==> src/rtl/ps2_pkg.sv <==
// PS/2 receiver shared definitions.
// Frame layout, receive FSM states and scan-code constants.
package ps2_pkg;

  localparam int FRAME_BITS = 11;
  localparam int START_IDX  = 0;
  localparam int PARITY_IDX = 9;
  localparam int STOP_IDX   = 10;

  localparam logic [7:0] BREAK  = 8'hF0;
  localparam logic [7:0] EXTEND = 8'hE0;

  typedef enum logic [1:0] {
    IDLE,
    SHIFT,
    CHECK
  } rx_state_e;

  // Start low, stop high, odd parity over data+parity.
  function automatic logic frame_ok(
    input logic [FRAME_BITS-1:0] f
  );
    return !f[START_IDX] && f[STOP_IDX] &&
           (^f[PARITY_IDX:1]);
  endfunction

endpackage

==> src/rtl/ps2_sync_fifo.sv <==
// Generic single-clock byte FIFO.
// Extra pointer MSB separates full from empty.
module ps2_sync_fifo
  import ps2_pkg::*;
#(
  parameter int DEPTH_LOG2 = 3,
  parameter int W          = 8
) (
  input  logic         clk_i,
  input  logic         rst_ni,
  input  logic         wr_en_i,
  input  logic [W-1:0] wr_data_i,
  input  logic         rd_en_i,
  output logic         full_o,
  output logic         empty_o,
  output logic [W-1:0] head_o
);

  localparam int DEPTH = 1 << DEPTH_LOG2;
  localparam int PW    = DEPTH_LOG2 + 1;

  localparam logic [PW-1:0] MSB_ONLY =
    PW'(1) << DEPTH_LOG2;

  logic [PW-1:0] wptr_q, wptr_d;
  logic [PW-1:0] rptr_q, rptr_d;
  logic [W-1:0]  mem_q [DEPTH];
  logic          do_wr, do_rd;

  assign empty_o = (wptr_q == rptr_q);
  assign full_o  = ((wptr_q ^ rptr_q) == MSB_ONLY);
  assign head_o  = mem_q[rptr_q[DEPTH_LOG2-1:0]];

  assign do_wr = wr_en_i && !full_o;
  assign do_rd = rd_en_i && !empty_o;

  // Next pointer values; both may advance together.
  always_comb begin
    wptr_d = wptr_q;
    rptr_d = rptr_q;
    if (do_wr) wptr_d = wptr_q + PW'(1);
    if (do_rd) rptr_d = rptr_q + PW'(1);
  end

  // Pointer registers.
  always_ff @(posedge clk_i) begin
    if (!rst_ni) begin
      wptr_q <= '0;
      rptr_q <= '0;
    end else begin
      wptr_q <= wptr_d;
      rptr_q <= rptr_d;
    end
  end

  // Storage; contents are don't-care while empty.
  always_ff @(posedge clk_i) begin
    if (rst_ni && do_wr) begin
      mem_q[wptr_q[DEPTH_LOG2-1:0]] <= wr_data_i;
    end
  end

endmodule

==> src/rtl/ps2_rx_fifo.sv <==
// PS/2 keyboard frame receiver with byte FIFO.
// Synchroniser, receive FSM, timeout and pop edge.
module ps2_rx_fifo
  import ps2_pkg::*;
#(
  parameter int DEPTH_LOG2     = 3,
  parameter int SYNC_STAGES    = 3,
  parameter int TIMEOUT_CYCLES = 10000
) (
  input  logic       clk,
  input  logic       clrn,
  input  logic       ps2_clk,
  input  logic       ps2_data,
  input  logic       nextdata_n,
  output logic [7:0] data,
  output logic       ready,
  output logic       overflow,
  output logic       frame_err
);

  localparam int TW = $clog2(TIMEOUT_CYCLES + 1);
  localparam logic [TW-1:0] TO_LAST =
    TW'(TIMEOUT_CYCLES - 1);
  localparam logic [3:0] LAST_BIT = 4'(STOP_IDX);

  logic [SYNC_STAGES-1:0] kclk_q, kdat_q;
  logic                   nd_prev_q;

  rx_state_e             state_q, state_d;
  logic [3:0]            cnt_q, cnt_d;
  logic [FRAME_BITS-1:0] frame_q, frame_d;
  logic [TW-1:0]         to_q, to_d;
  logic                  ovf_q, ovf_d;
  logic                  ferr_q, ferr_d;

  logic       fall, bit_in;
  logic       wr_en, rd_en;
  logic       full, empty;
  logic [7:0] head;

  assign fall   = kclk_q[SYNC_STAGES-1] &&
                  !kclk_q[SYNC_STAGES-2];
  assign bit_in = kdat_q[SYNC_STAGES-2];

  // Pin synchronisers and consumer strobe history.
  always_ff @(posedge clk) begin
    if (!clrn) begin
      kclk_q    <= '1;
      kdat_q    <= '1;
      nd_prev_q <= 1'b1;
    end else begin
      kclk_q    <= {kclk_q[SYNC_STAGES-2:0], ps2_clk};
      kdat_q    <= {kdat_q[SYNC_STAGES-2:0], ps2_data};
      nd_prev_q <= nextdata_n;
    end
  end

  // Receive FSM next state, frame capture, checks.
  always_comb begin
    state_d = state_q;
    cnt_d   = cnt_q;
    frame_d = frame_q;
    to_d    = to_q;
    ovf_d   = ovf_q;
    ferr_d  = 1'b0;
    wr_en   = 1'b0;
    unique case (state_q)
      IDLE: begin
        if (fall) begin
          frame_d            = '0;
          frame_d[START_IDX] = bit_in;
          cnt_d              = 4'd1;
          to_d               = '0;
          state_d            = SHIFT;
        end
      end
      SHIFT: begin
        if (fall) begin
          frame_d[cnt_q] = bit_in;
          to_d           = '0;
          if (cnt_q == LAST_BIT) begin
            cnt_d   = 4'd0;
            state_d = CHECK;
          end else begin
            cnt_d = cnt_q + 4'd1;
          end
        end else if (to_q == TO_LAST) begin
          state_d = IDLE;
          cnt_d   = 4'd0;
          frame_d = '0;
          to_d    = '0;
        end else begin
          to_d = to_q + TW'(1);
        end
      end
      CHECK: begin
        state_d = IDLE;
        if (frame_ok(frame_q)) begin
          if (full) ovf_d = 1'b1;
          else      wr_en = 1'b1;
        end else begin
          ferr_d = 1'b1;
        end
      end
      default: state_d = IDLE;
    endcase
  end

  // Receive FSM and status registers.
  always_ff @(posedge clk) begin
    if (!clrn) begin
      state_q <= IDLE;
      cnt_q   <= 4'd0;
      frame_q <= '0;
      to_q    <= '0;
      ovf_q   <= 1'b0;
      ferr_q  <= 1'b0;
    end else begin
      state_q <= state_d;
      cnt_q   <= cnt_d;
      frame_q <= frame_d;
      to_q    <= to_d;
      ovf_q   <= ovf_d;
      ferr_q  <= ferr_d;
    end
  end

  assign rd_en = nd_prev_q && !nextdata_n && !empty;

  ps2_sync_fifo #(
    .DEPTH_LOG2(DEPTH_LOG2),
    .W         (8)
  ) u_fifo (
    .clk_i    (clk),
    .rst_ni   (clrn),
    .wr_en_i  (wr_en),
    .wr_data_i(frame_q[8:1]),
    .rd_en_i  (rd_en),
    .full_o   (full),
    .empty_o  (empty),
    .head_o   (head)
  );

  assign ready     = !empty;
  assign data      = ready ? head : 8'h00;
  assign overflow  = ovf_q;
  assign frame_err = ferr_q;

endmodule

==> config.mk <==
export PLATFORM = sky130hd
export DESIGN_NAME = ps2_rx_fifo
export DESIGN_NICKNAME = d
export VERILOG_FILES = /design/src/rtl/ps2_pkg.sv /design/src/rtl/ps2_sync_fifo.sv /design/src/rtl/ps2_rx_fifo.sv
export SDC_FILE = /design/constraint.sdc
export NUM_CORES = 1
export LEC_CHECK = 0
export ABC_CLOCK_PERIOD_IN_PS = 4100
export CAP_MARGIN = 20
export CORE_ASPECT_RATIO = 0.9
export CORE_MARGIN = 2
export CORE_UTILIZATION = 60
export DETAILED_ROUTE_END_ITERATION = 8
export GPL_TIMING_DRIVEN = 0
export PLACE_DENSITY = 0.75
export SLEW_MARGIN = 40
export SYNTH_ARGS = -nofsm -noshare
export SYNTH_HDL_FRONTEND = slang
export SYNTH_SLANG_ARGS = --single-unit
export TNS_END_PERCENT = 50
==> constraint.sdc <==
create_clock -name clk -period 4.1 [get_ports clk]
set_input_delay 0.82 -clock clk [delete_from_list [all_inputs] [get_ports clk]]
set_output_delay 0.82 -clock clk [all_outputs]
set_load 0.02 [all_outputs]
==> results.toml <==
[routing]
drt-initial-drc-count = 161
drt-vias-per-instance = 5.93
detailroute.via_count = 3177
firstDrtPassIters = 4
drt_wl_total_um = 9360
drtAntennaViolNets = 0
drt-wirelength-per-cell_um = 17.5
drc = 0

[synth]
avgSynthCellArea_sq_um = 12.6
synth_enable_flop_cells = 64
register_area_share_after_synthesis = 0.599
synth_cell_type_count = 53
synthesis_stage_register_bit_count = 114
synth.net_count = 396
netlist.area_leader.share = 0.394
syn-cell-area_sq_um = 4880
yosysWarningCount = 0
yosys-top-cells-area = "edfxtp_1 39%, dfxtp_1 21%, mux4_2 7.4%, xnor2_1 3.4%, nor2_1 2.8%"
post_synth_inst_count = 388
synth_ff_type = "edfxtp_1"
synth_async_sr_flop_share = 0
yosys.area.top_type = "edfxtp_1"

[power]
pwr-share-clk = 0.513
cell_internal_pwr_mw = 2.07
power_density_nw_per_um2 = 452
ir_worst_vdd_v = 0.000320
pwr-share-comb = 0.023
switching_power_summed_over_all_nets_uw = 533
power.leakage_nw = 1.92
power.total_mw = 2.60
power.switching_fraction = 0.205
share_seq_of_total_power = 0.464

[floorplanning]
die-area_sq_um = 8870
io_pins = 16
fp.dieH_um = 89.6
core_area_sq_um = 7990
row_count = 31
initial_core_util = 0.611
die_width_um = 99.1

[layout]
synthToLayoutAreaGrowth_pct = 18.1
net_count_of_the_finished_layout = 432
stdcell_count = 536
final_layout_size_suffix_gt1_frac = 0.151
antennaDiodeCount = 0
fillers = 542

[clock_network]
post_cts_resized = 0
cts_inserted_buffers = 17
clkSlewWorstSetupHoldPaths_ps = 60
cts.repair_timing.setup_buffer_count = 0
clock-sinks = 114
clockBufferDepth = 2
cts_hold_buf = 0
cts_max_level = 4
cts_root_buf = "clkbuf_8"
clock_latency_ps = 510
cts_tree = "yes"

[global_route]
global_route.overflow_total = 0
grt_first_pass_wirelength_um = 15500
grt.total_usage = 0.232
first_global_vias = 3049
grt_antenna_before_repair = 0
maximum_number_of_pins_on_one_net_before_global_route_repair = 17

[critical_path]
worst_setup_path_end_kind = "primary output"
critPathMaxStageDelay_ps = 580
critPathTopFamily = "buffers and inverters"
r2r-end = "u_fifo.mem_q[0][6]"
timing.critical_path.fanout_max = 10
critical_path_cell_count = 6
critical_path_required_ps = 3280
crit_path_start_kind = "flop"
crit_path_top_delay_cell = "mux4_2"
worst-path-buf-inv = 3
critical_path.endpoint = "data[6]"
timing.critical_path.cells = "clkbuf_1 > buf_2 > mux4_2 > mux2i_1 > nor2_1 > clkdlybuf4s50_1"
worst-setup-path-type = "reg2out"
cp.arrival_ps = 3050
worstRegToRegCells = 6
timing.reg2reg.setup_slack_ps = 620
timing.rr.start = "frame_q[5]"

[place]
placedCellCount = 504
detailed_place_hpwl_um = 6350
place_congestion = 0.828
dp_worst_setup_slack_ps = 672
portBuffers = 15

[timing]
final_hold_viol_count = 0
setup_slack_ps = 229
finalWorstPathRequiredPeriod_ps = 3870
final_number_of_setup_violating_endpoints = 0
grt_setup_unrepaired = "false"
final.setup_skew_ps = 10.0
slew_margin_rel = 0.474
timing.setup.tns_ps = 0
fmax_mhz = 258
hold-worst-slack_ps = 407
timing.final.max_slew_violations = 0
min_period_over_period = 0.944
max_slew.worst_pin.slew_ps = 785

[worst_hold_path]
hold_path_class = "reg2reg"

[job]
max_cap_violations = 0

[outcome]
outcome = "finished, final reports clean"
-- Yosys cell counts (all sizes together) (3+ instances only) --
| cell type | n |
|---|---|
| a21o | 3 |
| a21oi | 12 |
| a31oi | 4 |
| a32o | 3 |
| and2 | 5 |
| and3 | 3 |
| buf | 5 |
| clkbuf | 13 |
| dfxtp | 50 |
| edfxtp | 64 |
| ha | 3 |
| inv | 7 |
| mux2i | 12 |
| mux4 | 16 |
| nand2 | 23 |
| nand2b | 17 |
| nand3 | 8 |
| nand4 | 12 |
| nor2 | 37 |
| nor2b | 4 |
| nor3 | 13 |
| nor4 | 10 |
| o21ai | 13 |
| xnor2 | 19 |
| xor2 | 4 |
-- how the worst min path moves through the flow --
stage | slack [ps] | cells after the start | startpoint | endpoint
after floorplan | 390 | 1 | kclk_q[0] | kclk_q[1]
after global placement | 390 | 1 | kdat_q[0] | kdat_q[1]
after detailed placement | 400 | 1 | kdat_q[0] | kdat_q[1]
after CTS | 410 | 1 | kdat_q[0] | kdat_q[1]
after global routing | 430 | 1 | kclk_q[0] | kclk_q[1]
final | 410 | 1 | kdat_q[0] | kdat_q[1]
-- power by group through the flow --
stage / logic (mW) / clock network (mW) / registers [mW]
floorplan: 0.0413 / 0 / 1.23
global placement: 0.0570 / 0 / 1.23
detailed placement: 0.0580 / 0 / 1.23
CTS: 0.0588 / 1.36 / 1.21
global route: 0.0653 / 1.41 / 1.21
finish: 0.0588 / 1.34 / 1.21
-- cell families after synthesis --
kind of cell,synth area share
and+or+nand+nor,0.159
DFF,0.599
AOI/OAI and AO/OA,0.0690
muxes,0.0985
buffers and inverters,0.0213
xor gates and xnor gates,0.0459
adders and majority gates,0.00769
-- sequential cells by signal, indices dropped and copies added, names as in the netlist, named ones only --
| register | flops |
|---|---|
| state_q | 2 |
| kclk_q | 3 |
| overflow | 1 |
| u_fifo.wptr_q | 4 |
| kdat_q | 2 |
| u_fifo.mem_q | 64 |
| nd_prev_q | 1 |
| u_fifo.rptr_q | 4 |
| cnt_q | 4 |
| frame_q | 11 |
| frame_err | 1 |
| to_q | 14 |
-- worst reg2reg max path, delay by kind of cell, from the launching register on --
kind / cells / cell delay, ps
buf+inv: 1 / 300
xor+xnor: 3 / 1000
flops: 1 / 570
simple gates: 2 / 1320
-- per-stage QoR --
stage          utilization  instance area, sq um
6_report             0.721                  5760
5_1_grt              0.721                  5760
4_1_cts              0.721                  5760
3_5_place_dp         0.652                  5210
3_3_place_gp         0.645                  5150
2_1_floorplan            -                  4880
-- per-layer routing --
layer	track usage	up-vias	routed length (um)
met2	0.365	72	4480
li1	-	1535	-
met5	0	-	0
met4	0.0872	0	146
met3	0.0704	14	465
met1	0.309	1556	4260
-- layout make-up --
cell class,instances,area [sq um],share of cell area
Tap cell,99,124,0.0215
Buffer,18,77.6,0.0135
Clock inverter,8,50.0,0.00869
Multi-Input combinational cell,249,1900,0.329
Timing Repair Buffer,17,160,0.0278
Clock buffer,24,504,0.0875
Sequential cell,114,2920,0.507
Inverter,7,26.3,0.00456
-- layout by cell type (no fill, tap or decap), types with 6 or more instances in the layout --
cell type	netlist	final
xnor2_1	19	19
nor4_1	10	8
nand2_1	23	23
nand2b_1	17	17
nor2_1	37	37
mux2i_1	12	12
nand4_1	12	12
mux4_2	16	16
a21oi_1	11	11
o21ai_0	13	13
dfxtp_1	50	50
clkbuf_16	0	19
clkbuf_1	13	17
clkdlybuf4s50_1	0	15
nor3_2	0	6
nand3_1	8	8
inv_1	7	7
nor3_1	13	7
edfxtp_1	64	64
Note: power is estimated with default switching activity, not from simulation.
